**src/rtl/mantissa_norm_pipe.sv**
```systemverilog
// mantissa_norm_pipe: two-stage valid/ready normalizer for a 48-bit mantissa product.
//
// Stage 1 captures the raw product, its scale and a leading-zero count.
// Stage 2 shifts the product so its top set bit lands at bit 47. It then presents the
// 27 fraction bits below that hidden 1, a sticky OR of the dropped bits, and the
// adjusted exponent.
//
// Ports
//   clk        : clock, rising edge
//   rst_n      : asynchronous active-low reset
//   in_valid   : upstream word valid
//   in_ready   : block accepts the word this cycle
//   in_sum     : unsigned 48-bit mantissa product, bit 46 = unit position
//   in_scale   : signed SW-bit scale of the product
//   flush      : synchronous clear of both stages
//   out_valid  : normalized result valid
//   out_ready  : downstream accepts the result
//   out_frac   : 27 fraction bits below the hidden 1
//   out_sticky : OR of the discarded low bits
//   out_exp    : signed SW+1-bit normalized exponent
//   out_zero   : input product was zero
module mantissa_norm_pipe #(
    parameter int unsigned SW = 10
) (
    input  logic          clk,
    input  logic          rst_n,
    input  logic          in_valid,
    output logic          in_ready,
    input  logic [47:0]   in_sum,
    input  logic [SW-1:0] in_scale,
    input  logic          flush,
    output logic          out_valid,
    input  logic          out_ready,
    output logic [26:0]   out_frac,
    output logic          out_sticky,
    output logic [SW:0]   out_exp,
    output logic          out_zero
);

    // Stage 1 state
    logic          s1_valid_q, s1_valid_d;
    logic [47:0]   s1_sum_q;
    logic [SW-1:0] s1_scale_q;
    logic [5:0]    s1_lzc_q;
    logic [5:0]    lzc_d;

    // Stage 2 state
    logic          out_valid_q, out_valid_d;
    logic [26:0]   out_frac_q, out_frac_d;
    logic          out_sticky_q, out_sticky_d;
    logic [SW:0]   out_exp_q, out_exp_d;
    logic          out_zero_q, out_zero_d;

    logic          s1_load;
    logic          s2_load;
    logic [47:0]   norm;
    logic [SW:0]   scale_ext;
    logic [SW:0]   lzc_ext;
    logic [SW:0]   exp_calc;

    // Handshake
    assign s2_load  = s1_valid_q & (~out_valid_q | out_ready);
    assign in_ready = (~s1_valid_q | s2_load) & ~flush;
    assign s1_load  = in_valid & in_ready;

    // Leading-zero count: the highest set bit wins because it is visited last
    always_comb begin
        lzc_d = 6'd48;
        for (int i = 0; i < 48; i++) begin
            if (in_sum[i]) begin
                lzc_d = 6'(47 - i);
            end
        end
    end

    // Normalization
    assign norm      = s1_sum_q << s1_lzc_q;
    assign scale_ext = {s1_scale_q[SW-1], s1_scale_q};
    assign lzc_ext   = {{(SW - 5){1'b0}}, s1_lzc_q};
    assign exp_calc  = scale_ext + {{SW{1'b0}}, 1'b1} - lzc_ext;

    always_comb begin
        // After the shift, bit 47 is clear only when the product is zero
        out_zero_d   = ~norm[47];
        out_frac_d   = norm[46:20];
        out_sticky_d = |norm[19:0];
        out_exp_d    = out_zero_d ? '0 : exp_calc;
    end

    // Valid flags; flush wins over any load
    always_comb begin
        s1_valid_d  = s1_valid_q;
        out_valid_d = out_valid_q;
        if (flush) begin
            s1_valid_d  = 1'b0;
            out_valid_d = 1'b0;
        end else begin
            if (s1_load) begin
                s1_valid_d = 1'b1;
            end else if (s2_load) begin
                s1_valid_d = 1'b0;
            end
            if (s2_load) begin
                out_valid_d = 1'b1;
            end else if (out_ready) begin
                out_valid_d = 1'b0;
            end
        end
    end

    always_ff @(posedge clk or negedge rst_n) begin
        if (!rst_n) begin
            s1_valid_q  <= 1'b0;
            out_valid_q <= 1'b0;
        end else begin
            s1_valid_q  <= s1_valid_d;
            out_valid_q <= out_valid_d;
        end
    end

    // Stage 1 data needs no reset; it is qualified by s1_valid_q
    always_ff @(posedge clk) begin
        if (s1_load) begin
            s1_sum_q   <= in_sum;
            s1_scale_q <= in_scale;
            s1_lzc_q   <= lzc_d;
        end
    end

    // Output data resets to zero so the outputs read clean while in reset
    always_ff @(posedge clk or negedge rst_n) begin
        if (!rst_n) begin
            out_frac_q   <= '0;
            out_sticky_q <= 1'b0;
            out_exp_q    <= '0;
            out_zero_q   <= 1'b0;
        end else if (s2_load) begin
            out_frac_q   <= out_frac_d;
            out_sticky_q <= out_sticky_d;
            out_exp_q    <= out_exp_d;
            out_zero_q   <= out_zero_d;
        end
    end

    assign out_valid  = out_valid_q;
    assign out_frac   = out_frac_q;
    assign out_sticky = out_sticky_q;
    assign out_exp    = out_exp_q;
    assign out_zero   = out_zero_q;

endmodule

```
**config.mk**
```make
export PLATFORM = sky130hd
export DESIGN_NAME = mantissa_norm_pipe
export DESIGN_NICKNAME = d
export VERILOG_FILES = /design/src/rtl/mantissa_norm_pipe.sv
export SDC_FILE = /design/constraint.sdc
export NUM_CORES = 1
export LEC_CHECK = 0
export ABC_AREA = 1
export CORE_ASPECT_RATIO = 1.5
export CORE_UTILIZATION = 30
export DETAILED_ROUTE_END_ITERATION = 12
export PLACE_DENSITY_LB_ADDON = 0.08
export SLEW_MARGIN = 20
export SYNTH_ARGS = -nofsm -noshare
export SYNTH_HDL_FRONTEND = slang
export SYNTH_SLANG_ARGS = --single-unit
```
**constraint.sdc**
```tcl
create_clock -name clk -period 4.3 [get_ports clk]
set_clock_uncertainty 0.2 [all_clocks]
set_input_delay 0.645 -clock clk [delete_from_list [all_inputs] [get_ports clk]]
set_output_delay 0.645 -clock clk [all_outputs]
set_load 0.05 [all_outputs]
```
==> results.txt, run 1 <==
The initial antenna violation count came out at 0. The total negative slack for setup checks came out at 0 ns. The number of buffers on the longest clock path came out at 2. For this design the ratio of total power to cell area is 337.7 nW/um^2.

The die covers 23,960 sq um. The routability congestion estimate from global placement came out at 0.8723. Setup violations remaining at the end of the flow were counted as 0. In the synthesized netlist the dominant register cell turns out to be sky130_fd_sc_hd__edfxtp_1.

The core outline area came out at 22,970 sq um. The worst hold margin is 0.05228 ns. The number of nets in the layout is 1,116. The data required time of the critical path came out at 4.22 ns. The largest total area in the synthesized netlist belongs to sky130_fd_sc_hd__edfxtp_1. Broken down by cell family, the worst path's largest delay share belongs to simple AND/OR/NAND/NOR gates. The count of nets left with antenna violations once routing finished came out at 0. The floorplan die width came out at 126.7 microns.

TritonCTS built the clock tree. Setup repair after global routing left no endpoint under its margin. The count of flip-flops with a built-in enable after synthesis is 64. The setup fix buffers added after clock tree synthesis came out at 0. The flow ran to the end, and the final reports show no timing, DRC or antenna violations. The wire length of the first global-routing pass is 32,090 microns. The fill cell total of the finished layout came out at 2,474.

The sum of buffers and inverters on the critical path is 2. The growth of design area from synthesis to finish is 23.44%. The part of the cycle the worst path needs is 80.57%. The number of placed I/O pins came out at 105.

The count of TritonRoute iterations in the first routing pass came out at 4. The clock period minus final worst setup slack is 3.465 ns. Dividing the detail-routed wire length by the instance count gives 14.73 microns. After detailed routing, the total wire length is 19,470 microns. The DRC violation count after routing is 0. The aggregate global-route resource usage came out at 17.23%.

The post-layout worst setup margin is 0.8353 ns. The share of flip-flops with an asynchronous set or reset after synthesis is 39.62%. The synthesized netlist net count is 1,039.

The mapped netlist covers 6999 sq um. The unique cell type count in the Yosys netlist is 40. The number of hold violations in the final report came out at 0. The pin count of the biggest net entering global routing is 51.

The share of synthesized area occupied by flip-flops and latches is 42.47%. The overflow left after global routing is 0. The count of port buffers added during placement is 104. At the worst endpoint, the arrival time is 3.38 ns. The insertion delay of the later-clocked pin in the worst-skew pair is 0.37 ns. The detail-routed via count per cell is 4.819. Headroom to the max-slew limit came out at 53.63%. The number of instances in the synthesized netlist is 960. The cell occurring most often along the worst timing path is sky130_fd_sc_hd__nand2_1. The static leakage came out at 3.847 nW. The average size of a mapped cell came out at 7.291 sq um. The number of gates resized after cts came out at 0.

The maximum clock frequency is 288.6 MHz. The largest single stage delay on the critical path is 0.49 ns. The tree is rooted in a sky130_fd_sc_hd__clkbuf_16. The final total power is 2.918 mW.

The transition time of the tightest slew-check pin is 0.6892 ns. Clock tree synthesis found a total of 106 sinks. The number of global-route vias before repair came out at 6,072.

The floorplan step set the die height to 189.1 microns. The count of yosys warnings during synthesis is 0. Clock tree synthesis inserted a total of 9 buffers. The top-area cell type share of the netlist area is 27.46%. STA classifies the critical path endpoint as a flip-flop.

The maximum level of the CTS H-tree is 3. Max-cap violations in this run came to 0. The worst setup path is launched from a primary input.

In the synthesized netlist, the cells that appear most often are 332 x sky130_fd_sc_hd__nand2_1, 96 x sky130_fd_sc_hd__o21ai_0, 92 x sky130_fd_sc_hd__inv_1, 70 x sky130_fd_sc_hd__nor2_1, 64 x sky130_fd_sc_hd__edfxtp_1. Of the cells placed in the final design, the portion with a size suffix greater than 1 is 4.223%. The post-synthesis sequential element count is 106. The count of hold buffers inserted by post-cts repair came out at 0. Row generation in the floorplan step produced 68 rows. The clock-pin slew on the worst setup and hold paths came out at 0.07 ns. The detailed placement HPWL came out at 15,420 microns. The type of the most critical hold path is primary input to asynchronous set/reset pin. The starting DRC count in detailed routing came out at 290. The worst setup slack after placement came out at 0.3772 ns.

Along the worst path, the maximum fanout reaches 3. In the post-synthesis netlist, the cell with the most instances is sky130_fd_sc_hd__nand2_1. The vias after detailed routing is 6,371. The count of final max-slew check failures is 0. The peak ir drop on the vdd network is 0.0001880 V. By area the synthesized netlist is led by sky130_fd_sc_hd__edfxtp_1 27%, sky130_fd_sc_hd__nand2_1 18%, sky130_fd_sc_hd__dfrtp_1 15%. The worst setup path is of the primary input to flip-flop kind.

The number of antenna diodes in the final layout is 0. The slowest library cell on the worst path is sky130_fd_sc_hd__clkdlybuf4s50_1. Once the floorplan was initialized, standard cells occupied 30.47% of the core.
## cell type report
| cell class | count | area [sq um] | share of cell area, % |
|---|---|---|---|
| clock buffers | 9 | 225.2 | 2.607 |
| multi-input cells | 702 | 3435 | 39.75 |
| well taps | 280 | 350.3 | 4.055 |
| repair buffers | 119 | 1164 | 13.47 |
| inverters | 99 | 399.1 | 4.620 |
| clock inverters | 7 | 93.84 | 1.086 |
| flip-flops and latches | 106 | 2973 | 34.41 |
## placed cells by master, fill, tap and decap left out, types with 3 or more instances in the layout
cell / instances
sky130_fd_sc_hd__a21oi_1: 27
sky130_fd_sc_hd__a22o_1: 4
sky130_fd_sc_hd__a22oi_1: 3
sky130_fd_sc_hd__a31oi_1: 10
sky130_fd_sc_hd__a32o_1: 12
sky130_fd_sc_hd__buf_4: 15
sky130_fd_sc_hd__clkbuf_16: 9
sky130_fd_sc_hd__clkdlybuf4s50_1: 103
sky130_fd_sc_hd__dfrtp_1: 42
sky130_fd_sc_hd__edfxtp_1: 64
sky130_fd_sc_hd__ha_1: 15
sky130_fd_sc_hd__inv_1: 92
sky130_fd_sc_hd__inv_2: 4
sky130_fd_sc_hd__mux2i_1: 19
sky130_fd_sc_hd__nand2_1: 332
sky130_fd_sc_hd__nand3_1: 57
sky130_fd_sc_hd__nor2_1: 69
sky130_fd_sc_hd__nor3_1: 6
sky130_fd_sc_hd__o211ai_1: 7
sky130_fd_sc_hd__o21ai_0: 96
sky130_fd_sc_hd__o21ai_1: 9
sky130_fd_sc_hd__o21bai_1: 3
sky130_fd_sc_hd__o22ai_1: 4
sky130_fd_sc_hd__o31ai_1: 6
sky130_fd_sc_hd__or2_2: 5
## logic make-up (layout without fill, tap and decap cells)
group / Yosys count / count (layout) / share of synthesized area [%]
XOR/XNOR: 3 / 3 / 0.3755
AO/OA/AOI/OAI: 189 / 189 / 15.95
adder cells (fa/ha/maj): 16 / 16 / 2.967
AND/OR/NAND/NOR: 475 / 475 / 26.96
flip-flops: 106 / 106 / 42.47
multiplexers: 19 / 19 / 2.717
buffers and inverters: 152 / 234 / 8.562
## stage by stage
stage	cell area, sq um	cells	utilization [%]
2_1_floorplan	6999	960	-
4_1_cts	8637	1322	37.60
5_1_grt	8640	1322	37.61
6_report	8640	1322	37.61
3_3_place_gp	8318	1306	36.21
3_5_place_dp	8318	1306	36.21
## power by group
group	total, mW	switching, mW	internal [mW]
Clock	0.896	0.387	0.509
Combinational	0.812	0.524	0.288
Sequential	1.21	0.0439	1.17
## final timing paths
| check | start | to | slack (ns) | cells after the start |
|---|---|---|---|---|
| setup / recovery | in_sum[1] | s1_lzc_q[0] | 0.84 | 48 |
| hold / removal | rst_n | out_exp[8] | 0.05 | 1 |
| setup reg to reg | s1_lzc_q[0] | out_exp[6] | 1.33 | 12 |
| hold reg to reg | out_frac[14] | out_frac[14] | 0.28 | 2 |
| max in group asynchronous | rst_n | out_frac[7] | 3.46 | 1 |
| min in group clk | out_frac[14] | out_frac[14] | 0.28 | 2 |
## metal layers
layer	track usage, %	share of wire [%]	vias up	wire (microns)
li1	-	-	3329	-
met1	21.52	45	2906	8774
met2	29.54	49	109	9621
met3	2.458	3.0	27	583
met4	7.372	2.5	0	487
met5	0	0	-	0
## registers in the layout, indices dropped and copies added, names as in the netlist
name and flops:
s1_sum_q 48, out_frac 27, out_exp 11, s1_scale_q 10
s1_lzc_q 6, out_sticky 1, out_valid 1, out_zero 1
s1_valid_q 1
(Power assumes the default switching activity.)
==> run 2, diff against run 1 <==
==> constraint.sdc (replaced) <==
create_clock -name clk -period 3.4 [get_ports clk]
set_clock_uncertainty 0.2 [all_clocks]
set_input_delay 0.51 -clock clk [delete_from_list [all_inputs] [get_ports clk]]
set_output_delay 0.51 -clock clk [all_outputs]
set_load 0.05 [all_outputs]
==> run 2 against run 1 <==
Sequential share of layout area decreased by 0.74 points. Flip-flop and latch count is the same. Clock-buffer cell count did not move. Hold slack better by 0.036 ns. Routed wire length unchanged. Via count is 0.64% higher. Setup slack got worse by 0.40 ns. Utilization is 0.83 points higher. Critical path type is now flip-flop to flip-flop.
==> results.txt, run 2 (same netlist as run 1, synthesis figures left out) <==
The post-route netlist has 6.303% of its cells at a drive strength greater than 1. By startpoint and endpoint, the worst setup path is classified as flip-flop to flip-flop. The data required time of the critical path is 3.45 ns. The switching part of the total power came out at 33.36%.

The type of the most critical hold path is primary input to asynchronous set/reset pin. The max-slew headroom at the worst pin is 36.95%. The instance area at placement came out at 8513 sq um. The proportion of power drawn by the clock network came out at 29.3%. The power share of the sequential group came out at 42.0%. The number of flip-flops in the largest register is 48. In this run the vertical extent of the chip is 189.1 microns. The clock-pin slew on the worst setup and hold paths is 0.07 ns. For the finished layout, the period the worst path requires is 2.967 ns. The static leakage came out at 4.025 nW.

The depth of the worst register-to-register path is 15. Entering global routing, the biggest net connects 51 pins. The part of the cycle the worst path needs is 87.27%. The number of global-route vias before repair is 6,215. The detailed placement HPWL came out at 15,650 microns.

Clock tree synthesis selected as its root buffer the cell sky130_fd_sc_hd__clkbuf_16. The number of placement rows came out at 68. CTS built an H-tree with a depth of 3.

The overflow left after global routing is 0. The peak ir drop on the vdd network came out at 0.0002441 V. For the pin with the worst max-slew slack, the measured transition is 0.9457 ns. The total power per unit cell area came out at 413.2 nW/um^2.

Based on the critical path, the design can be clocked at up to 337.0 MHz. Data on the critical path arrives at its endpoint at 3.02 ns. The clock net in this run drives a total of 106 sinks. TritonCTS built the clock tree. The library cells used most frequently in the layout, excluding fill and tap cells, are 332 x sky130_fd_sc_hd__nand2_1, 96 x sky130_fd_sc_hd__o21ai_0, 94 x sky130_fd_sc_hd__clkdlybuf4s50_1, 92 x sky130_fd_sc_hd__inv_1, 69 x sky130_fd_sc_hd__nor2_1. Across all hold checks on the routed design, the worst slack comes to 0.08855 ns. The count of hold buffers inserted by post-cts repair came out at 0. The count of nets left with antenna violations after detail routing is 0. The average wire per standard cell came out at 14.50 microns. The register with the most flip-flops in the final layout is s1_sum_q.

The detail-routed via count per cell is 4.774. The initial antenna violation count came out at 0. The die outline area is 23,960 sq um. Max-cap violations in this run came to 0.

Buffers added to address setup during post-CTS repair amount to 0. The insertion delay of the later-clocked pin in the worst-skew pair came out at 0.36 ns. The total clock buffers created by CTS came out at 9. The endpoint type of the worst setup path is a flip-flop.

The core outline area is 22,970 sq um. The first routing iteration left 329 violations. The number of antenna diodes in the final layout is 0. Once layout is done, the placed cells without fillers occupy 8830 sq um. The count of port buffers added during placement came out at 104.

The wire length after detailed routing is 19,470 microns. The combinational cell fraction of total power is 28.7%. The final core area utilization came out at 38.44%. For this configuration, the core starts out at a cell density of 30.47%. Setup violations remaining at the end of the flow were counted as 0. The floorplan die width is 126.7 microns. In this run the count of I/O pins placed on the die edge is 105. The routability congestion estimate from global placement came out at 0.8728. The final route contains 6,412 vias. The count of TritonRoute iterations in the first routing pass came out at 5. The worst setup path is launched from a flip-flop. The first global-routing pass estimated 31,770 microns of wire. Post-CTS repair changed the size of 0 cells.

The analysis attributes to net switching a power of 1.217 mW. The area growth from synthesis to layout is 26.15%. The count of final max-slew check failures is 0. The library cell used most frequently in the layout, excluding fill and tap cells, is sky130_fd_sc_hd__nand2_1. The aggregate global-route resource usage came out at 17.04%.

The flow ran to the end, and the final reports show no timing, DRC or antenna violations. The DRC violation count after routing came out at 0. Cell internal power was estimated by the tool at 2.431 mW. In this run the deepest clock path goes through 2 buffers. Of all nets on the critical path, the largest fanout is 41. The number of nets in the layout came out at 1,137. The number of hold violations in the final report is 0. Setup repair after global routing left no endpoint under its margin.
[run 2: changes by cell type in the layout (fill, tap and decap cells not counted), moves of 2 or more]
cell                              before  now
sky130_fd_sc_hd__clkdlybuf4s50_1     103   94
sky130_fd_sc_hd__dlymetal6s2s_1        0    8
sky130_fd_sc_hd__buf_4                15   32
sky130_fd_sc_hd__buf_12                1    4
sky130_fd_sc_hd__inv_6                 0    2
[run 2: power groups by stage]
stage / clock (mW) / combinational (mW) / sequential (mW)
3_5_place_dp: 0 / 1.06 / 1.56
2_1_floorplan: 0 / 0.427 / 1.78
3_3_place_gp: 0 / 1.06 / 1.56
5_1_grt: 1.15 / 1.15 / 1.54
6_report: 1.07 / 1.05 / 1.53
4_1_cts: 1.11 / 1.06 / 1.53
[run 2: cell type report]
cell class,instances,area [sq um]
Inverter,99,399.1
Sequential cell,106,2973
Clock buffer,9,225.2
Fill cell,2472,14140
Clock inverter,7,76.32
Multi-Input combinational cell,702,3435
Timing Repair Buffer,140,1371
Tap cell,280,350.3
[run 2: routing by layer]
metal	global-route usage [%]	wire length (microns)
met5	0	0
met4	6.502	440
met3	2.374	569
met2	30.34	9834
met1	20.69	8623
[run 2: final timing paths]
path	start	endpoint	slack, ns
setup / recovery	s1_lzc_q[0]	out_exp[6]	0.43
hold / removal	rst_n	out_exp[0]	0.09
setup reg to reg	s1_lzc_q[0]	out_exp[6]	0.43
hold reg to reg	out_frac[14]	out_frac[14]	0.28
max in group asynchronous	rst_n	out_frac[3]	2.31
min in group clk	in_sum[8]	s1_sum_q[8]	0.16
[run 2: through the flow]
step	cells	worst slack (ns)	total power, mW	TNS, ns
after floorplan	960	0.08906	2.210	0
after global placement	1327	-0.3715	2.619	-0.3715
after detailed placement	1327	-0.3509	2.622	-0.3509
after CTS	1343	0.03269	3.708	0
after global routing	1343	0.01703	3.849	0
final	1343	0.4328	3.648	0
[run 2: critical path: stages (launching register included)]
cell,delay [ns]
sky130_fd_sc_hd__edfxtp_1,0.42
sky130_fd_sc_hd__clkinv_1,0.19
sky130_fd_sc_hd__buf_12,0.21
sky130_fd_sc_hd__nand2_1,0.07
sky130_fd_sc_hd__nand2_1,0.06
sky130_fd_sc_hd__o21ai_0,0.19
sky130_fd_sc_hd__inv_1,0.08
sky130_fd_sc_hd__nand2_1,0.06
sky130_fd_sc_hd__o21ai_0,0.14
sky130_fd_sc_hd__mux2i_1,0.28
sky130_fd_sc_hd__nor2_1,0.11
sky130_fd_sc_hd__nand2_1,0.08
sky130_fd_sc_hd__nand2_1,0.06
sky130_fd_sc_hd__nand2_1,0.21
sky130_fd_sc_hd__inv_1,0.19
sky130_fd_sc_hd__a32o_1,0.26
==> run 3, diff against run 2 <==
--- a/config.mk
+++ b/config.mk
@@ -7,7 +7,7 @@
 export LEC_CHECK = 0
 export ABC_AREA = 1
 export CORE_ASPECT_RATIO = 1.5
-export CORE_UTILIZATION = 30
+export CORE_UTILIZATION = 55
 export DETAILED_ROUTE_END_ITERATION = 12
 export PLACE_DENSITY_LB_ADDON = 0.08
 export SLEW_MARGIN = 20
==> run 3 against run 2 <==
Maximum frequency rose by 3.5%. Global-route usage up 9.6 points. First-iteration DRC count increased by 26%. Critical path depth is 32 higher. Via count is 2.6% higher. Combinational power about the same. Flip-flop and latch count is the same. Cell count decreased by 10%. Routed wire length shrank 13%. Cell area is 3.3% lower.
==> results.txt, run 3 (same netlist as run 1, synthesis figures left out) <==
The type of the most critical hold path is primary input to asynchronous set/reset pin. The number of hold violations in the final report was 0. The number of clock sinks seen by CTS is 106.

The wire length of the first global-routing pass came out at 27,630 microns. The maximum clock frequency is 349.0 MHz. The post-layout worst setup margin is 0.5344 ns. The tool flagged a number of max-cap violations equal to 0. The antenna diode count is 0. The average wire per standard cell came out at 13.94 microns. The pin count of the biggest net entering global routing came out at 65. After detailed routing, the met3 layer carries 593 microns of wire. Dividing total power by cell area gives a power density of 415.3 nW/um^2.

Sequential cells burn 43.1% of the power. After clock tree synthesis, the clock-pin slew on the worst setup and hold paths is 0.07 ns. The flow ran to the end, and the final reports show no timing, DRC or antenna violations. STA puts the critical path data arrival time at 2.78 ns.

Along the worst path, the maximum fanout reaches 2. The starting density of the core came out at 56.22%. The worst setup path is launched from a primary input. The final design instance area without fill is 8534 sq um. Combinational cells account for 28.9% of the total power. For this design the static power due to leakage is 3.947 nW.

The aggregate global-route resource usage is 26.66%. The maximum level of the CTS H-tree came out at 3. After detailed routing, no signal wire sits above met4.

The minimum setup slack among reg-to-reg paths came out at 0.55 ns. The core outline area came out at 12,450 sq um. The DRC violation count after routing is 0. The share of final-layout standard cells stronger than drive strength 1 came out at 5.698%. The starting DRC count in detailed routing is 416. In this run the remaining antenna-violating nets after routing total 0.

The vias after detailed routing came out at 6,576. The number of placed I/O pins is 105. The instance area at placement is 8245 sq um. The initialized floorplan defines 50 standard-cell rows.

Among all stages on the critical path, the largest delay is contributed by sky130_fd_sc_hd__clkbuf_2. The total negative slack for setup checks came out at 0 ns. The setup fix buffers added after clock tree synthesis is 0. The number of global-route vias before repair is 5,895.

After layout, the design draws a total of 3.544 mW. Excluding fillers, the count of instances in the completed layout stands at 1,209. The detail-routed via count per cell came out at 5.439.

The floorplan die width came out at 94.11 microns. The number of nets in the layout is 1,127. Ranked by flip-flop count, first place goes to s1_sum_q. The met1 wire length came out at 7114 microns. Hold timing on the final database bottoms out at a slack of 0.07073 ns. The switching power is 1.193 mW.

The number of gates resized after cts is 0. The count of port buffers added during placement is 104. The clock passes through at most 2 buffers. The worst setup slack after placement came out at -0.2703 ns. The count of TritonRoute iterations in the first routing pass is 6.

The wire length after detailed routing came out at 16,850 microns. The most common cell after layout, fill and taps aside is sky130_fd_sc_hd__nand2_1. The overflow left after global routing came out at 0.

The switching part of the total power is 33.66%. The internal power consumption came out at 2.351 mW. The clock tree root driver cell is sky130_fd_sc_hd__clkbuf_16.

The insertion delay of the later-clocked pin in the worst-skew pair came out at 0.36 ns. The met2 wirelength from detailed routing came out at 8652 microns. The max-slew headroom at the worst pin came out at 39.92%. TritonCTS built the clock tree. Setup repair after global routing could not meet its margin everywhere. The growth of design area from synthesis to finish came out at 21.93%. The count of final max-slew check failures is 0. The proportion of power drawn by the clock network came out at 28.0%.

The final core area utilization came out at 68.55%. The total clock buffers created by CTS came out at 9. The detailed placement HPWL came out at 12,970 microns. The peak ir drop on the vdd network came out at 0.0002610 V. Setup violations remaining at the end of the flow were counted as 0. The instance count after placement with tap cells included came out at 1,193. The count of hold buffers inserted by post-cts repair is 0. The die height came out at 140.2 microns. In this design, the stage delay of the slowest critical-path cell is 0.09 ns. The critical path is of the primary input to flip-flop type. The die outline area came out at 13,190 sq um.

The cell occurring most often along the worst timing path is sky130_fd_sc_hd__nand2_1. The part of the cycle the worst path needs came out at 84.28%. The transition time of the tightest slew-check pin came out at 0.9012 ns. Fill cells in the final layout number 1,112. The data required time of the critical path came out at 3.32 ns.

STA classifies the critical path endpoint as a flip-flop. Leaving out fill and tap cells, the most frequent cells in the layout are 331 x sky130_fd_sc_hd__nand2_1, 96 x sky130_fd_sc_hd__o21ai_0, 93 x sky130_fd_sc_hd__clkdlybuf4s50_1, 91 x sky130_fd_sc_hd__inv_1, 69 x sky130_fd_sc_hd__nor2_1. Routability-driven placement finished with a final weighted congestion of 0.9235. The number of flip-flops in the largest register is 48.

The clock period minus final worst setup slack came out at 2.866 ns. The initial antenna violation count came out at 0.
[run 3: cell count changes in the layout (fill, tap and decap cells not counted), sizes merged]
cell / previous run / this run
dlymetal6s2s: 8 / 7
clkdlybuf4s50: 94 / 93
inv: 98 / 100
bufinv: 3 / 2
buf: 37 / 28
clkbuf: 10 / 12
clkinvlp: 2 / 1
clkinv: 3 / 2
[run 3: metal layers]
| metal | GRT usage [%] | vias to the layer above |
|---|---|---|
| li1 | - | 3361 |
| met1 | 33.26 | 3005 |
| met2 | 46.22 | 176 |
| met3 | 3.692 | 34 |
| met4 | 10.04 | 0 |
| met5 | 0 | - |
[run 3: worst max-delay path: cells and delay by family]
kind                   cells  cell delay (ns)
buffers and inverters      1             0.09
AOI/OAI and AO/OA          1             0.05
and+or+nand+nor           45             2.13
[run 3: power by group through the flow]
stage                     clock, mW  sequential, mW  combinational, mW
final                         0.992            1.53               1.03
after global routing           1.05            1.54               1.12
after floorplan                   0            1.78              0.427
after detailed placement          0            1.55               1.03
after CTS                      1.00            1.53               1.03
after global placement            0            1.55               1.02
[run 3: area by class of cell]
class	instances	area [sq um]	area share [%]
repair buffers	130	1252	14.68
clock buffers	10	229.0	2.683
clock inverters	6	48.80	0.5718
flip-flops and latches	106	2973	34.83
inverters	99	399.1	4.677
multi-input cells	702	3437	40.27
well taps	156	195.2	2.287
[run 3: path summary, 6_finish.rpt]
| path | from | endpoint | cells past startpoint |
|---|---|---|---|
| min in group clk | in_sum[8] | s1_sum_q[8] | 1 |
| max | in_sum[0] | s1_lzc_q[0] | 47 |
| max in group asynchronous | rst_n | out_frac[20] | 1 |
| min | rst_n | out_frac[2] | 1 |
| max reg2reg | s1_lzc_q[1] | out_exp[9] | 15 |
| min reg2reg | out_frac[26] | out_frac[26] | 2 |
